`config.mk`:
```
export PLATFORM = sky130hd
export DESIGN_NAME = lcms_vcmd_sweep_gen
export DESIGN_NICKNAME = d
export VERILOG_FILES = /design/src/rtl/lcms_pkg.sv /design/src/rtl/lcms_vcmd_sweep_gen_if.sv /design/src/rtl/lcms_dwell_timer.sv /design/src/rtl/lcms_vcmd_sweep_gen.sv
export SDC_FILE = /design/constraint.sdc
export NUM_CORES = 1
export LEC_CHECK = 0
export BUFFER_PORTS_ARGS = -buffer_cell sky130_fd_sc_hd__buf_2
export CELL_PAD_IN_SITES_DETAIL_PLACEMENT = 1
export CELL_PAD_IN_SITES_GLOBAL_PLACEMENT = 1
export CORE_ASPECT_RATIO = 1.1
export CORE_MARGIN = 2
export CORE_UTILIZATION = 49
export CTS_BUF_LIST = sky130_fd_sc_hd__clkbuf_16
export DETAILED_ROUTE_END_ITERATION = 7
export PLACE_DENSITY_LB_ADDON = 0.1
export SLEW_MARGIN = 20
export SYNTH_ARGS = -nofsm -noshare
export SYNTH_HDL_FRONTEND = slang
export SYNTH_SLANG_ARGS = --single-unit
export TNS_END_PERCENT = 50
```
`constraint.sdc`:
```
create_clock -name dac_sm_clk -period 6.95 [get_ports dac_sm_clk]
set_input_delay 1.39 -clock dac_sm_clk [delete_from_list [all_inputs] [get_ports dac_sm_clk]]
set_output_delay 1.39 -clock dac_sm_clk [all_outputs]
set_load 0.05 [all_outputs]
```
`src/rtl/lcms_pkg.sv`:
```
// Shared definitions for the LCMS VCMD sweep generator: FSM encoding,
// DAC full-scale constant and the clamped step arithmetic.
package lcms_pkg;

  typedef enum logic [1:0] {
    ST_IDLE = 2'd0,
    ST_UP   = 2'd1,
    ST_DOWN = 2'd2
  } sweep_state_e;

  localparam logic [15:0] DAC_FULL_SCALE = 16'hFFFF;

  // Widened to 17 bits so codes near full scale cannot wrap past hi.
  function automatic logic [15:0] step_up(input logic [15:0] v,
                                          input logic [15:0] s,
                                          input logic [15:0] hi);
    logic [16:0] sum;
    sum = {1'b0, v} + {1'b0, s};
    return (sum > {1'b0, hi}) ? hi : sum[15:0];
  endfunction

  // Bit 16 of the difference flags a borrow, i.e. the result went negative.
  function automatic logic [15:0] step_down(input logic [15:0] v,
                                            input logic [15:0] s,
                                            input logic [15:0] lo);
    logic [16:0] diff;
    diff = {1'b0, v} - {1'b0, s};
    return (diff[16] || (diff[15:0] < lo)) ? lo : diff[15:0];
  endfunction

endpackage

```
`src/rtl/lcms_vcmd_sweep_gen_if.sv`:
```
// Control bundle between the sweep FSM and its dwell timer.
interface lcms_vcmd_sweep_gen_if #(
  parameter int DW = 16
);
  logic          load;
  logic          count_en;
  logic [DW-1:0] load_val;
  logic          expired;

  modport master (output load, output count_en, output load_val, input expired);
  modport slave  (input load, input count_en, input load_val, output expired);
endinterface

```
`src/rtl/lcms_dwell_timer.sv`:
```
// Dwell down-counter: load with the hold length, expiry flagged on the
// last clock of the hold so the next code lands exactly on time.
module lcms_dwell_timer #(
  parameter int DW = 16
) (
  input logic                  clk,
  input logic                  rst,
  lcms_vcmd_sweep_gen_if.slave tmr
);
  localparam logic [DW-1:0] ONE = {{(DW-1){1'b0}}, 1'b1};

  logic [DW-1:0] cnt_q, cnt_d;

  always_comb begin
    cnt_d = cnt_q;
    if (tmr.load) begin
      cnt_d = tmr.load_val;
    end else if (tmr.count_en && (cnt_q != '0)) begin
      cnt_d = cnt_q - ONE;
    end
  end

  always_ff @(posedge clk or posedge rst) begin
    if (rst) begin
      cnt_q <= '0;
    end else begin
      cnt_q <= cnt_d;
    end
  end

  assign tmr.expired = tmr.count_en && (cnt_q == ONE);
endmodule

```
`src/rtl/lcms_vcmd_sweep_gen.sv`:
```
// Triangle sweep of the DAC command code between latched bounds, with
// per-code dwell, cycle counting, abort and rejected-start flagging.
module lcms_vcmd_sweep_gen
  import lcms_pkg::*;
#(
  parameter int DW  = 16,
  parameter int NCW = 8
) (
  input  logic            dac_sm_clk,
  input  logic            reset,
  input  logic            start_i,
  input  logic            stop_i,
  input  logic [15:0]     v_low_i,
  input  logic [15:0]     v_high_i,
  input  logic [15:0]     step_i,
  input  logic [DW-1:0]   dwell_i,
  input  logic [NCW-1:0]  n_cycles_i,
  input  logic [15:0]     v_hold_i,
  output logic [15:0]     VCMD,
  output logic            busy_o,
  output logic            done_o,
  output logic            err_o,
  output logic [NCW-1:0]  cycle_cnt_o
);
  localparam logic [DW-1:0]  DW_ONE = {{(DW-1){1'b0}}, 1'b1};
  localparam logic [NCW-1:0] NC_ONE = {{(NCW-1){1'b0}}, 1'b1};

  sweep_state_e   state_q, state_d;
  logic [15:0]    vcmd_q, vcmd_d;
  logic           busy_q, busy_d, done_q, done_d, err_q, err_d;
  logic [NCW-1:0] cyc_q, cyc_d, cyc_inc;
  logic [15:0]    vlow_q, vlow_d, vhigh_q, vhigh_d, step_q, step_d;
  logic [DW-1:0]  dwell_q, dwell_d;
  logic [NCW-1:0] ncyc_q, ncyc_d;

  lcms_vcmd_sweep_gen_if #(.DW(DW)) tmr_if ();

  lcms_dwell_timer #(.DW(DW)) u_dwell (
    .clk (dac_sm_clk),
    .rst (reset),
    .tmr (tmr_if.slave)
  );

  assign cyc_inc = (cyc_q == '1) ? cyc_q : cyc_q + NC_ONE;

  always_comb begin
    state_d         = state_q;
    vcmd_d          = vcmd_q;
    busy_d          = busy_q;
    done_d          = 1'b0;
    err_d           = err_q;
    cyc_d           = cyc_q;
    vlow_d          = vlow_q;
    vhigh_d         = vhigh_q;
    step_d          = step_q;
    dwell_d         = dwell_q;
    ncyc_d          = ncyc_q;
    tmr_if.load     = 1'b0;
    tmr_if.load_val = dwell_q;
    tmr_if.count_en = (state_q != ST_IDLE);

    unique case (state_q)
      ST_IDLE: begin
        vcmd_d = v_hold_i;
        if (start_i && !stop_i) begin
          if (v_low_i < v_high_i) begin
            vlow_d          = v_low_i;
            vhigh_d         = v_high_i;
            step_d          = (step_i == '0) ? 16'd1 : step_i;
            dwell_d         = (dwell_i == '0) ? DW_ONE : dwell_i;
            ncyc_d          = n_cycles_i;
            cyc_d           = '0;
            err_d           = 1'b0;
            vcmd_d          = v_low_i;
            busy_d          = 1'b1;
            state_d         = ST_UP;
            tmr_if.load     = 1'b1;
            tmr_if.load_val = (dwell_i == '0) ? DW_ONE : dwell_i;
          end else begin
            err_d = 1'b1;
          end
        end
      end

      ST_UP: begin
        if (stop_i) begin
          state_d = ST_IDLE;
          busy_d  = 1'b0;
          vcmd_d  = v_hold_i;
        end else if (tmr_if.expired) begin
          tmr_if.load = 1'b1;
          if (vcmd_q == vhigh_q) begin
            state_d = ST_DOWN;
            vcmd_d  = step_down(vcmd_q, step_q, vlow_q);
          end else begin
            vcmd_d  = step_up(vcmd_q, step_q, vhigh_q);
          end
        end
      end

      ST_DOWN: begin
        if (stop_i) begin
          state_d = ST_IDLE;
          busy_d  = 1'b0;
          vcmd_d  = v_hold_i;
        end else if (tmr_if.expired) begin
          if (vcmd_q > vlow_q) begin
            tmr_if.load = 1'b1;
            vcmd_d      = step_down(vcmd_q, step_q, vlow_q);
          end else begin
            cyc_d = cyc_inc;
            if ((ncyc_q != '0) && (cyc_inc == ncyc_q)) begin
              done_d  = 1'b1;
              busy_d  = 1'b0;
              state_d = ST_IDLE;
              vcmd_d  = v_hold_i;
            end else begin
              // Turn-around at the bottom: v_low is not held a second time.
              tmr_if.load = 1'b1;
              vcmd_d      = step_up(vlow_q, step_q, vhigh_q);
              state_d     = ST_UP;
            end
          end
        end
      end

      default: begin
        state_d = ST_IDLE;
        busy_d  = 1'b0;
      end
    endcase
  end

  always_ff @(posedge dac_sm_clk or posedge reset) begin
    if (reset) begin
      state_q <= ST_IDLE;
      vcmd_q  <= '0;
      busy_q  <= 1'b0;
      done_q  <= 1'b0;
      err_q   <= 1'b0;
      cyc_q   <= '0;
      vlow_q  <= '0;
      vhigh_q <= '0;
      step_q  <= '0;
      dwell_q <= '0;
      ncyc_q  <= '0;
    end else begin
      state_q <= state_d;
      vcmd_q  <= vcmd_d;
      busy_q  <= busy_d;
      done_q  <= done_d;
      err_q   <= err_d;
      cyc_q   <= cyc_d;
      vlow_q  <= vlow_d;
      vhigh_q <= vhigh_d;
      step_q  <= step_d;
      dwell_q <= dwell_d;
      ncyc_q  <= ncyc_d;
    end
  end

  assign VCMD        = vcmd_q;
  assign busy_o      = busy_q;
  assign done_o      = done_q;
  assign err_o       = err_q;
  assign cycle_cnt_o = cyc_q;
endmodule

```
; ---- Yosys cells after proc, flatten, opt, wreduce, memory -nomap -nowiden
; Cells that the tools add are included.
[op_classes]
addsub = 5
order_cmp = 5
n_eq_ne = 17
n_mux = 60
n_reduce_logical = 21
[ops]
columns = cell, n
row1 = 16-bit two-way mux, 19
row2 = 8-bit two-way mux, 6
row3 = 16-bit case mux with 3 select lines, 1
row4 = 16-bit by 16-bit adder with 17-bit output, 2
row5 = 17-bit by 16-bit > comparator with 1-bit output, 2
row6 = 16-bit logical NOT, 2
row7 = 16-bit < comparator, 2
row8 = 1-bit two-way mux, 22
row9 = 6-bit AND reduction, 3
row10 = 16-bit by 16-bit subtractor with 17-bit output, 1
row11 = 16-bit by 1-bit == test with 1-bit output (second input constant), 1
row12 = 16-bit == test, 1
row13 = 16-bit > comparator, 1
row14 = 2-bit two-way mux, 8
row15 = 8-bit case mux with 2 select lines, 1
row16 = 16-bit nonzero test, 1
row17 = 16-bit by 1-bit subtractor with 16-bit output (second input constant), 1
row18 = 3-bit inequality test (second input constant), 5
row19 = 2-bit inequality test (second input constant), 6
row20 = 8-bit by 1-bit adder with 8-bit output (second input constant), 1
row21 = 8-bit == test, 1
row22 = 8-bit == test (second input constant), 1
row23 = 8-bit nonzero test, 1
row24 = 1-bit case mux with 3 select lines, 2
row25 = other kinds (11), 17
[totals]
regBits = 117
input_bits = 92
output_inout_bits = 27
word_cells = 120

; ---- Depth between registers and ports, before layout
; Gate-level depths: netlist of the first run.
[logic_depth]
word_depth = 10
depth_mapped = 21
depth_no_buf = 20

; ---- Cells and area by module
; Synthesis of the first run repeated with hierarchy kept, for this count alone.
[unflattened]
hier_cells = 1357
area_unflattened_um2 = 11458.5
[by_module_without_submodules]
columns = mod, n_inst, cells_per_inst, area_each_um2
row1 = lcms_vcmd_sweep_gen, 1, 1228, 10362.4
row2 = lcms_dwell_timer, 1, 129, 1096.1

; ---- Worst setup path after synthesis of the first run
; OpenSTA, ideal clock, no wires.
[synth_timing]
path_kind = reg2reg
start = reg vcmd_q[2] (netlist: VCMD[2])
end = reg vcmd_q[3] (netlist: VCMD[3])
setup_time_ns = 0.082
arrival_ns = 4.607
slack_ns = 2.261
path_stages_with_launch = 19
period_less_slack_ns = 4.689
path_cell_list = dfrtp_1 -> ha_1 -> clkbuf_1 -> a221oi_1 -> o211ai_1 -> o311ai_0 -> a21oi_1 -> and2_1 -> or2_2 -> ha_1 -> and4_1 -> nand4_1 -> o31ai_1 -> o21ai_0 -> nor2_1 -> clkbuf_1 -> a21oi_1 -> a221o_1 -> a31oi_1
[synth_between]
elab_chain_len = 8
word_cells_on_any_way = 16
[synth_lines]
columns = item, line
row1 = "start, declared", lcms_vcmd_sweep_gen.sv:29  ; logic [15:0] vcmd_q, vcmd_d;
row2 = "start signal, assigned", lcms_vcmd_sweep_gen.sv:149  ; vcmd_q <= vcmd_d;
row3 = 16-bit by 16-bit subtractor with 17-bit output, lcms_pkg.sv:27  ; diff = {1'b0, v} - {1'b0, s};
row4 = 16-bit < comparator, lcms_pkg.sv:28  ; return (diff[16] || (diff[15:0] < lo)) ? lo : diff[15:0];
row5 = 1-bit logical OR, lcms_pkg.sv:28
row6 = 16-bit two-way mux, lcms_pkg.sv:28
row7 = "16-bit two-way mux, on equally long branches", "lcms_vcmd_sweep_gen.sv:107, lcms_vcmd_sweep_gen.sv:92"
row8 = "16-bit two-way mux, on equally long branches", "lcms_vcmd_sweep_gen.sv:106, lcms_vcmd_sweep_gen.sv:90"
row9 = "16-bit two-way mux, on equally long branches", "lcms_vcmd_sweep_gen.sv:102, lcms_vcmd_sweep_gen.sv:86"
row10 = 16-bit case mux with 3 select lines *, lcms_vcmd_sweep_gen.sv:62  ; unique case (state_q)
; Every way passes the cells marked *; elsewhere a longest branch is shown, timed or not. The select of a mux whose other input is x is not followed.
; A chain may end at the register's enable or synchronous reset.

; ---- Worst setup path after layout of the first run
[layout_timing]
start = reg vcmd_q[0] (netlist: VCMD[0])
end = reg vcmd_q[4] (netlist: VCMD[4])
; Same word-level chain as after synthesis.

==> results of run 1 <==
[final timing paths]
path / start / to / slack [ps] / cells past startpoint
worst max-delay path: VCMD[0] / VCMD[4] / 1310 / 18
worst min-delay path: dwell_q[15] / dwell_q[15] / 500 / 1
worst max register to register: VCMD[0] / VCMD[4] / 1310 / 18
worst min register to register: dwell_q[15] / dwell_q[15] / 500 / 1
max in group asynchronous: reset / vlow_q[8] / 4410 / 3
min in group asynchronous: reset / dwell_q[10] / 1050 / 2
[sequential cells by signal (all words and copies together) (netlist names), 2 cells and up]
name and flops:
VCMD 16, vhigh_q 16, ncyc_q 8, vlow_q 16, cycle_cnt_o 8, u_dwell.cnt_q 16
state_q 2, step_q 16, dwell_q 16
[cell usage after synthesis (13+ instances only)]
| cell | n |
|---|---|
| inv_1 | 114 |
| nor2_1 | 84 |
| a21o_1 | 21 |
| nor3_1 | 28 |
| xor2_1 | 26 |
| a31oi_1 | 28 |
| dfrtp_1 | 117 |
| nand2_1 | 117 |
| xnor2_1 | 36 |
| o22ai_1 | 18 |
| o21ai_0 | 122 |
| nand3_1 | 34 |
| nor4_1 | 18 |
| o211ai_1 | 20 |
| ha_1 | 133 |
| a211oi_1 | 13 |
| a21oi_1 | 134 |
| nand2b_1 | 15 |
| nand4_1 | 15 |
| mux2_2 | 42 |
| clkbuf_1 | 43 |
| a221o_1 | 17 |
| nor2b_1 | 13 |
[layer usage]
layer  share of wire, %  GRT usage, %  wire length [microns]  up-vias
li1                   -             -                      -     5207
met1                 41          46.6                  17900     5643
met2                 48          63.0                  20900      490
met3                6.0          4.94                   2640      138
met4                5.6          20.1                   2450        0
met5                  0             0                      0        -
[cells by family after synthesis]
group | Yosys count | synth area share (%)
compound gates | 461 | 26.2
xor+xnor | 62 | 4.91
fa+ha+maj | 136 | 15.6
buf+inv | 173 | 6.03
flops | 117 | 26.5
mux | 47 | 4.73
simple gates | 370 | 16.0
[cell type report]
type	instances	share of cell area (%)
multi-input cells	1076	59.8
flip-flops and latches	117	23.4
repair buffers	134	5.69
inverters	114	3.45
clock buffers	17	3.41
well taps	295	2.96
clock inverters	15	1.26
[stage by stage]
stage               instance area [sq um]  worst slack [ps]  hold WS (ps)  cells  util [%]
floorplan                           11100              2260           452   1366         -
global placement                    11900              1530           479   1736      53.8
detailed placement                  11900              1490           482   1736      53.8
CTS                                 12500              1460           501   1768      56.5
global route                        12500               867           514   1768      56.5
finish                              12500              1310           501   1768      56.5
[cell usage in the layout, fill, tap and decap left out, types with 20 or more instances in the layout]
master / n
a21oi_1: 134
ha_1: 133
o21ai_0: 122
buf_2: 118
dfrtp_1: 117
nand2_1: 117
inv_1: 113
nor2_1: 84
mux2_2: 42
xnor2_1: 36
nand3_1: 34
a31oi_1: 28
nor3_1: 27
xor2_1: 26
a21o_1: 21
o211ai_1: 20
==> out/metrics.yaml, run 1 <==
clocking:
  clk_latency_ps: 440
  holdBufCountCts: 0
  cts_buffers: 17
  cts_setup_buffers: 0
  cts_tree: "built"
  clockBufferDepth: 2
  cts-root-buf: "clkbuf_16"
  cts_htree_levels: 4
  clk_pin_slew_worst_paths_ps: 70
  cts_resized: 0
  clock-sinks: 117
logic_synthesis:
  synth-async-reset-ratio_pct: 100
  synthCells: 1366
  post-synth-top-area-cell: "dfrtp_1"
  netlist_area_sq_um: 11100
  seq_area_frac_synth_pct: 26.5
  yosysWarnings: 0
  syn-mean-instance-area_sq_um: 8.09
  synth_seq_cells: 117
  synth_edf_count: 0
  synth.area.top_cells: "dfrtp_1 26%, ha_1 15%, a21oi_1 6.1%, o21ai_0 5.5%, mux2_2 4.3%"
  synth_nets: 1594
  yosysUniqueCellTypes: 70
  synth_top_cell_area_share_pct: 26.5
  synthFlopType: "dfrtp_1"
cells_and_area:
  final_nets: 1688
  diodes: 0
  seq_area_sq_um: 2930
  drive_gt1_share_pct: 15.3
  area_delta_synth_final_pct: 12.9
  multi_input_area_sq_um: 7470
  fillers: 2775
timing:
  final.min_clock_period_ps: 5640
  slew_viol_final: 0
  fmax_mhz: 177
  finalSetupTns_ps: 0
  rsz0062_at_grt: "false"
  hold_viol_final: 0
  setup_viol_count_final: 0
  tightestPinTransition_ps: 1110
  fin_crit_sh_pct: 81.2
  slew_headroom_pct: 23.8
  finClkSkew_ps: 13.8
critical_path:
  slowest_delay_ps: 550
  cp-start-kind: "register"
  crit_family: "compound AO/OA/AOI/OAI gates"
  setup.worst_path.end_class: "register"
  arrival_ps: 5970
  crit_path_top_delay_cell: "o22a_1"
  path_cells: "inv_1, ha_1, inv_1, fa_1, a211oi_1, o21ai_1, a41oi_1, o21bai_1, a31o_2, a21oi_1, ha_1, nand4_1, a2111oi_0, o22a_1, a21oi_1, a2111oi_0, a211oi_1, o31a_1"
  cp.required_ps: 7280
  path_buf_inv: 2
  crit_path_max_fanout: 12
  crit_type: "register to register"
floorplanning:
  rows: 57
  start_util_pct: 50.0
  die_x_microns: 147
  ios: 119
  die_height_microns: 162
  die_area_sq_um: 23800
  coreArea_sq_um: 22100
route:
  postRouteAntennaNets: 0
  dr.pass1.iters: 5
  wl_per_cell_microns: 24.8
  drtIter0Drc: 762
  viasPerCell: 6.49
  via_count: 11478
  routed_wl_microns: 43900
  post-route-drc-count: 0
grt:
  grt_usage_pct: 37.4
  grt-ovfl-total: 0
  grt_pass1_wl_microns: 68700
  antenna_found_initial: 0
  grt_pass1_vias: 12142
  grt_max_degree: 67
placement:
  dp_hpwl_microns: 34100
  routabilityCongestion: 0.970
  io_buffers: 118
run_status:
  outcome: "finished clean"
worst_hold_path:
  hold_path_class: "register to register"
run:
  drv_cap: 0
Power of run 1 is left out: the tool's default activity adds up to more than one toggle a clock period on the data nets, which glitch-free logic cannot reach.
==> inputs of run 2 (changes only) <==
- CORE_UTILIZATION: 49 -> 45
- clock period: 6.95 -> 5.9 ns (I/O delays scaled with it)
==> run 2 against run 1 <==
Worst hold slack lost 2.1 ps. Cell area grew 0.76%. Count of clock-buffer cells in the layout is the same. Routed wire length grew 2.2%. Worst setup slack lost 820 ps. Utilization shrank 4.8 points. Non-clock buffer count grew 7. Register-to-register slack lost 820 ps. First-iteration DRC count shrank 6.0%. Critical path depth is the same.
==> out/metrics.yaml, run 2 (same netlist as run 1, synthesis figures left out) <==
critical_path:
  crit_path_top_delay_cell: "o22a_1"
  cp.required_ps: 6220
  path_cells: "inv_1, ha_1, inv_1, fa_1, a211oi_1, o21ai_1, a41oi_1, o21bai_1, a31o_2, a21oi_1, ha_1, nand4_1, a2111oi_0, o22a_1, a21oi_1, a2111oi_0, a211oi_1, o31a_1"
  cp-start-kind: "register"
  crit_family: "compound AO/OA/AOI/OAI gates"
  setup.worst_path.end_class: "register"
  r2r_setup_slack_ps: 490
  crit_type: "register to register"
  crit_path_max_fanout: 12
  slowest_delay_ps: 570
  path_buf_inv: 2
  arrival_ps: 5730
route:
  wl_per_cell_microns: 25.1
  postRouteAntennaNets: 0
  dr.pass1.iters: 5
  post-route-drc-count: 0
  viasPerCell: 6.29
  drtIter0Drc: 716
  via_count: 11265
  routed_wl_microns: 44800
floorplanning:
  ios: 119
  rows: 60
  die_height_microns: 168
  die_area_sq_um: 25800
  die_x_microns: 153
  start_util_pct: 45.5
  coreArea_sq_um: 24300
clocking:
  cts_buffers: 17
  holdBufCountCts: 0
  cts_setup_buffers: 0
  cts_tree: "built"
  cts_resized: 0
  clk_latency_ps: 430
  cts-root-buf: "clkbuf_16"
  cts_htree_levels: 4
  clk_pin_slew_worst_paths_ps: 70
  clockBufferDepth: 2
  clock-sinks: 117
timing:
  hold_viol_final: 0
  rsz0062_at_grt: "false"
  finClkSkew_ps: 14.5
  fmax_mhz: 185
  tightestPinTransition_ps: 1020
  setup_viol_count_final: 0
  slew_viol_final: 0
  whs_ps: 499
  slew_headroom_pct: 31.8
  fin_crit_sh_pct: 91.7
  final.min_clock_period_ps: 5410
  finalSetupTns_ps: 0
cells_and_area:
  most-common-layout-cells: "134 x a21oi_1, 133 x ha_1, 122 x o21ai_0"
  diodes: 0
  area_delta_synth_final_pct: 13.8
  drive_gt1_share_pct: 15.7
  final_nets: 1695
  final_common_cell: "a21oi_1"
  stdcell_area_sq_um: 12600
placement:
  io_buffers: 118
  postPlaceCellArea_sq_um: 12000
  routabilityCongestion: 0.970
  dp_hpwl_microns: 34900
grt:
  grt-ovfl-total: 0
  grt_pass1_wl_microns: 69600
  grt_pass1_vias: 11784
  antenna_found_initial: 1
  grt_usage_pct: 34.9
  grt_max_degree: 103
run_status:
  outcome: "finished clean"
worst_hold_path:
  hold_path_class: "register to register"
run:
  drv_cap: 0
[run 2: layout make-up]
class / count / area, sq um
multi-input cells: 1076 / 7470
clock inverters: 15 / 181
repair buffers: 141 / 763
fillers: 3058 / 11700
flip-flops and latches: 117 / 2930
clock buffers: 17 / 425
well taps: 310 / 388
inverters: 114 / 430
[run 2: metrics by stage]
stage / worst slack [ps] / util, % / cells
after floorplan: 1210 / - / 1366
after global placement: 752 / 49.2 / 1758
after detailed placement: 602 / 49.2 / 1758
after CTS: 549 / 51.7 / 1790
after global routing: 90.3 / 51.7 / 1790
final: 490 / 51.7 / 1790
[run 2: metal layers]
layer  up-vias  global-route usage [%]  routed length, microns
met2       399                    58.5                   21300
met5         -                       0                       0
li1       5208                       -                       -
met1      5555                    44.9                   19000
met3       103                    4.14                    2350
met4         0                    17.0                    2230
[run 2: worst paths after layout]
| check | from | endpoint | depth (start not counted) |
|---|---|---|---|
| max in group asynchronous | reset | step_q[15] | 3 |
| setup reg to reg | VCMD[0] | VCMD[4] | 18 |
| hold reg to reg | dwell_q[11] | dwell_q[11] | 1 |
| hold / removal | dwell_q[11] | dwell_q[11] | 1 |
| min in group asynchronous | reset | dwell_q[15] | 2 |
| setup / recovery | VCMD[0] | VCMD[4] | 18 |
Power of run 2 is left out for the same reason.
